**src/rtl/disp_pkg.sv**
```systemverilog
// disp_pkg: handshake state type and source index names shared by display integration
package disp_pkg;
    typedef enum logic {ST_IDLE, ST_PEND} disp_upd_state_t;
    localparam int SRC_OPER1   = 0;
    localparam int SRC_OPER2   = 1;
    localparam int SRC_PRODUCT = 2;
endpackage

```
**src/rtl/display_source_arbiter_hold_timer.sv**
```systemverilog
// display_hold_timer: idle counter that flags when the selected source has gone quiet too long
module display_hold_timer #(
    parameter int HOLD_CYC = 0
) (
    input  logic clk,
    input  logic rst,
    input  logic clr,
    input  logic run,
    output logic expire
);
    if (HOLD_CYC == 0) begin : g_off
        logic unused;
        assign unused = ^{clk, rst, clr, run};
        assign expire = 1'b0;
    end else begin : g_on
        localparam int CW = $clog2(HOLD_CYC + 1);
        logic [CW-1:0] cnt;
        // count idle cycles, parking at the last value so expire stays visible
        always_ff @(posedge clk or posedge rst)
            if (rst) cnt <= '0;
            else if (clr) cnt <= '0;
            else if (run && cnt != CW'(HOLD_CYC - 1)) cnt <= cnt + 1'b1;
        assign expire = run && cnt == CW'(HOLD_CYC - 1);
    end
endmodule

```
**src/rtl/display_source_arbiter.sv**
```systemverilog
// display_source_arbiter: picks which source drives the 7-segment path and hands updates to the BCD converter
module display_source_arbiter
    import disp_pkg::*;
#(
    parameter  int NUM_SRC  = 3,
    parameter  int DATA_W   = 16,
    parameter  int HOLD_CYC = 0,
    localparam int SEL_W    = $clog2(NUM_SRC)
) (
    input  logic                      clk,
    input  logic                      rst,
    input  logic [NUM_SRC*DATA_W-1:0] src_data,
    input  logic [NUM_SRC-1:0]        src_sign,
    input  logic [NUM_SRC-1:0]        src_load,
    input  logic                      force_en,
    input  logic [SEL_W-1:0]          force_sel,
    output logic [DATA_W-1:0]         disp_data,
    output logic                      disp_sign,
    output logic [SEL_W-1:0]          disp_sel,
    output logic                      upd_valid,
    input  logic                      upd_ready
);
    logic [SEL_W-1:0]        sel_nxt, load_idx;
    logic                    any_load, force_ok, expire;
    logic [SEL_W+DATA_W:0]   word, ack;
    disp_upd_state_t         st, st_nxt;

    assign any_load = |src_load;
    assign force_ok = {1'b0, force_sel} < (SEL_W + 1)'(NUM_SRC);
    assign word     = {disp_sel, disp_sign, disp_data};

    // highest asserted strobe wins
    always_comb begin
        load_idx = '0;
        for (int i = 0; i < NUM_SRC; i++)
            if (src_load[i]) load_idx = SEL_W'(i);
    end

    // force overrides everything; an out-of-range force freezes the selection
    always_comb
        sel_nxt = force_en ? (force_ok ? force_sel : disp_sel)
                : any_load ? load_idx
                : expire   ? {SEL_W{1'b0}}
                : disp_sel;

    display_hold_timer #(.HOLD_CYC(HOLD_CYC)) u_timer (
        .clk    (clk),
        .rst    (rst),
        .clr    (disp_sel == '0 || (!force_en && (any_load || expire))),
        .run    (!force_en && disp_sel != '0),
        .expire (expire)
    );

    // outputs track the source chosen for the next cycle
    always_ff @(posedge clk or posedge rst)
        if (rst) begin
            disp_data <= '0;
            disp_sign <= 1'b0;
            disp_sel  <= '0;
        end else begin
            disp_data <= src_data[sel_nxt*DATA_W +: DATA_W];
            disp_sign <= src_sign[sel_nxt];
            disp_sel  <= sel_nxt;
        end

    // handshake state and the last word the consumer accepted
    always_ff @(posedge clk or posedge rst)
        if (rst) begin
            st  <= ST_IDLE;
            ack <= '0;
        end else begin
            st <= st_nxt;
            if (upd_valid && upd_ready) ack <= word;
        end

    // pending until the consumer takes whatever value is current
    always_comb begin
        upd_valid = st == ST_PEND;
        st_nxt    = upd_valid ? (upd_ready ? ST_IDLE : ST_PEND)
                  : (word != ack ? ST_PEND : ST_IDLE);
    end
endmodule
```
**config.mk**
```make
export PLATFORM = sky130hd
export DESIGN_NAME = display_source_arbiter
export DESIGN_NICKNAME = d
export VERILOG_FILES = /design/src/rtl/disp_pkg.sv /design/src/rtl/display_source_arbiter_hold_timer.sv /design/src/rtl/display_source_arbiter.sv
export SDC_FILE = /design/constraint.sdc
export NUM_CORES = 1
export LEC_CHECK = 0
export BUFFER_PORTS_ARGS = -buffer_cell sky130_fd_sc_hd__buf_2
export CAP_MARGIN = 5
export CORE_ASPECT_RATIO = 0.9
export CORE_UTILIZATION = 48
export DETAILED_ROUTE_END_ITERATION = 8
export GPL_ROUTABILITY_DRIVEN = 1
export PLACE_DENSITY = 0.85
export REMOVE_ABC_BUFFERS = 1
export SKIP_LAST_GASP = 1
export SLEW_MARGIN = 40
export SYNTH_ARGS = -nofsm -noshare
export SYNTH_HDL_FRONTEND = slang
export SYNTH_HIERARCHICAL = 1
export SYNTH_SLANG_ARGS = --single-unit
```
**constraint.sdc**
```tcl
create_clock -name clk -period 2.02 [get_ports clk]
set_clock_uncertainty 0.15 [all_clocks]
set_input_delay 0.404 -clock clk [delete_from_list [all_inputs] [get_ports clk]]
set_output_delay 0.404 -clock clk [all_outputs]
set_load 0.1 [all_outputs]
```
Word level (Yosys, flattened, before mapping)
Index checks and enable logic that the tools add are counted.

word-level totals
  register bits = 39
  output and inout bits = 20

operators by class
  magnitude comparators = 2
  equal/unequal tests = 1
  shift operators = 1
  mux-type cells = 10
  reductions and logical operators = 2

operators by type and width
  operator                                                    number
  variable part select 48 x 7 -> 16 bit                       1
  != test 19 bit                                              1
  2-to-1 mux 2 bit                                            4
  2-to-1 mux 1 bit                                            5
  less-than comparator 2 x 3 -> 1 bit, second input constant  1
  OR reduction 3 bit                                          1
  binary-select mux 1 bit (select 2 bit)                      1
  less-than comparator 2 bit, second input constant           1
  logical AND 1 bit                                           1

Logic depth before layout (Yosys ltp)
  depth after elaboration = 6
  gate-level depth with buffers = 8
  depth with buffers taken out = 5

Hierarchy
The synthesis kept the hierarchy.

modules (own cells, without submodules)
  module                  times used  cells each  area an instance (µm²)  sequential area each (µm²)
  display_source_arbiter  1           142         1,986.9                 975.9
  display_hold_timer      1           2           11.3                    0.0

Least setup slack after synthesis
Ideal clock, no wire load.

  path kind = register to register
  from = reg disp_sel[1]
  to = reg disp_data[11]
  library setup time = 0.123 ns
  arrival time = 2.083 ns
  data required time = 1.747 ns
  slack = -0.336 ns
  stages on the path, launching flop included = 8
  path buffers = 3
  period minus slack after synthesis = 2.356 ns
  path through = dfrtp_1 nor4b_4 o31ai_1 buf_6 and2_4 buf_8 buf_12 o2bb2ai_2

on the way
  cells in the longest elaborated chain, start to end = 3
  elaborated cells between the ends (all ways) = 4
  those cells by class = 1 x shift; 3 x mux

RTL lines
  element                                  line                                                        source
  start: declaration                       display_source_arbiter.sv:19                                output logic [SEL_W-1:0] disp_sel,
  start signal: assignment                 display_source_arbiter.sv:63                                disp_sel <= sel_nxt;
  2-to-1 mux 2 bit (on tied branches)      display_source_arbiter.sv:42, display_source_arbiter.sv:41
  2-to-1 mux 2 bit *                       display_source_arbiter.sv:41                                sel_nxt = force_en ? (force_ok ? force_sel : disp_sel)
  variable part select 48 x 7 -> 16 bit *  display_source_arbiter.sv:61                                disp_data <= src_data[sel_nxt*DATA_W +: DATA_W];
  end signal: assignment                   display_source_arbiter.sv:61
  end: declaration                         display_source_arbiter.sv:17                                output logic [DATA_W-1:0] disp_data,

Mark *: on every way between the ends. The rest lies on a longest branch, timed or not.
A chain may end at the register's enable or synchronous reset.

Worst setup path after layout
  from = reg disp_sel[0]
  to = out disp_sel[0]

No word-level cell between the ends.

==> out/metrics.yaml <==
die:
  core_area_mm2: 0.003836
  dieArea_mm2: 0.004382
  start_util_pct: 51.57
  die_width_um: 69.67
  ioPinCount: 80
  placementRows: 21
  die_h_um: 62.90
clocking:
  htree_num_levels: 2
  clk_pin_slew_ps: 70
  cts_tree: "built"
  insertion_delay_ps: 280
  cts.sinks: 39
  cts_setup_buffers: 0
  cts_made_buffers: 5
  ctsResizeCount: 0
  cts_root_buf: "clkbuf_8"
  hold_buffers: 0
  clockBufferDepth: 2
global_routing:
  grt_use_total_pct: 17.36
  grt_overflow: 0
  first_global_vias: 1280
  grt_pass1_wl_um: 5871
  grt_max_degree: 40
  antenna_found_initial: 0
power:
  p_leak_nw: 1.222
  pwr-share-seq_pct: 42.9
  power_switching_w: 0.0009114
  clockPowerShare_pct: 20.6
  internal_power_w: 0.001442
  power_density_mw_per_mm2: 938.3
  ir_drop_v: 0.0005996
  swShare_pct: 38.72
  pwr-share-comb_pct: 36.5
critical_path:
  ff2ff_path_depth: 6
  critPathCaptureType: "primary output"
  cp.required_ps: 1470
  slowest_stage: "buf_2"
  cpPeakStageDelay_ps: 460
  crit_type: "flop to primary output"
  r2r-start: "disp_sel[1]"
  rr_endpoint: "disp_data[1]"
  cp_top_family: "buffers and inverters"
  critPathMaxFanout: 5
  crit_chain: "buf_2"
  critPathLaunchType: "flop"
  crit_buf_inv: 1
  arrival_ps: 1170
  ff2ff_setup_slack_ps: 350
sta:
  drv_slew: 0
  setup_viol: 0
  finalHoldViolations: 0
  holdWs_ps: 70.67
  finalCritPeriodShare_pct: 85.18
  grt_setup_unrepaired: "false"
  fin_crit_ps: 1721
  timing.fmax_mhz: 581.2
cells_and_area:
  antenna_cells: 0
  final_common_cell: "buf_2"
  layout_common_cells: "buf_2 (79), dfrtp_1 (39), mux2_2 (19)"
  area_growth_pct: 26.82
  post-route-util_pct: 65.39
  nNetsFinal: 285
  drive_above_1_share_pct: 55.75
route:
  ant_nets: 0
  wirelength_um: 3674
  via_count: 1390
  wl_per_cell_um: 13.51
  drt-initial-drc-count: 51
  first_pass_iters: 2
  via_per_inst: 5.110
  drc_errors: 0
synthesis:
  avgSynthCellArea_um2: 14.13
  syn_inst: 140
  synth.cell_area_mm2: 0.001978
  synth_warnings: 6
flow_run:
  maxCapViolations: 0
placed_design:
  post-dp-hpwl_um: 2816
  place.port_buffers: 79
  place_congestion: 0.7098
min_path:
  hold_class: "input pin to asynchronous set/reset pin"
status:
  outcome: "complete, no violations"
==> layout make-up <==
class / count / area, µm²
Clock buffer: 7 / 76.32
Tap cell: 46 / 57.56
Inverter: 4 / 15.01
Multi-Input combinational cell: 90 / 925.9
Fill cell: 299 / 1328
Clock inverter: 1 / 5.005
Timing Repair Buffer: 85 / 452.9
Sequential cell: 39 / 975.9
==> per-stage QoR <==
stage          setup slack (ps)  TNS (ps)  cell area, µm²  total power, W  std cells
2_1_floorplan             -1876    -36680            1903        0.001680        133
3_3_place_gp              261.3         0            2427        0.001867        264
3_5_place_dp              191.3         0            2427        0.001890        264
4_1_cts                   280.8         0            2509        0.002379        272
5_1_grt                   225.8         0            2509        0.002469        272
6_report                  299.3         0            2509        0.002354        272
==> worst register-to-register path, cell delays in order (launching register included) <==
cell and delay (ps):
dfrtp_1 420, nor2b_1 70, o21ai_0 270, o31ai_4 150, buf_4 190, mux2i_1 170, o2bb2ai_1 110
==> worst max-delay path by stage <==
stage	to	startpoint	slack, ps	cells after the start
2_1_floorplan	disp_data[0]	disp_sel[1]	-1880	4
3_3_place_gp	disp_data[8]	force_sel[0]	260	7
3_5_place_dp	disp_data[1]	force_sel[0]	190	7
4_1_cts	disp_sel[0]	disp_sel[0]	280	1
5_1_grt	disp_sel[0]	disp_sel[0]	230	1
6_report	disp_sel[0]	disp_sel[0]	300	1
==> flip-flops by register name, indices dropped and copies added (netlist names) <==
name,count
upd_valid,1
ack,19
disp_data,16
disp_sign,1
disp_sel,2
==> power groups by stage <==
stage               registers [W]  logic, W  clock network, W
global route              0.00103  0.000910          0.000534
global placement          0.00102  0.000850                 0
detailed placement        0.00103  0.000864                 0
floorplan                 0.00136  0.000319                 0
CTS                       0.00101  0.000866          0.000502
finish                    0.00101  0.000859          0.000486
==> layer usage <==
metal | track usage [%] | share of wire, % | vias up
met1 | 22.13 | 44 | 644
met2 | 28.64 | 48 | 60
met3 | 4.677 | 6.5 | 7
li1 | - | - | 679
met4 | 6.000 | 1.6 | 0
met5 | 0 | 0 | -
(Power assumes the default switching activity.)
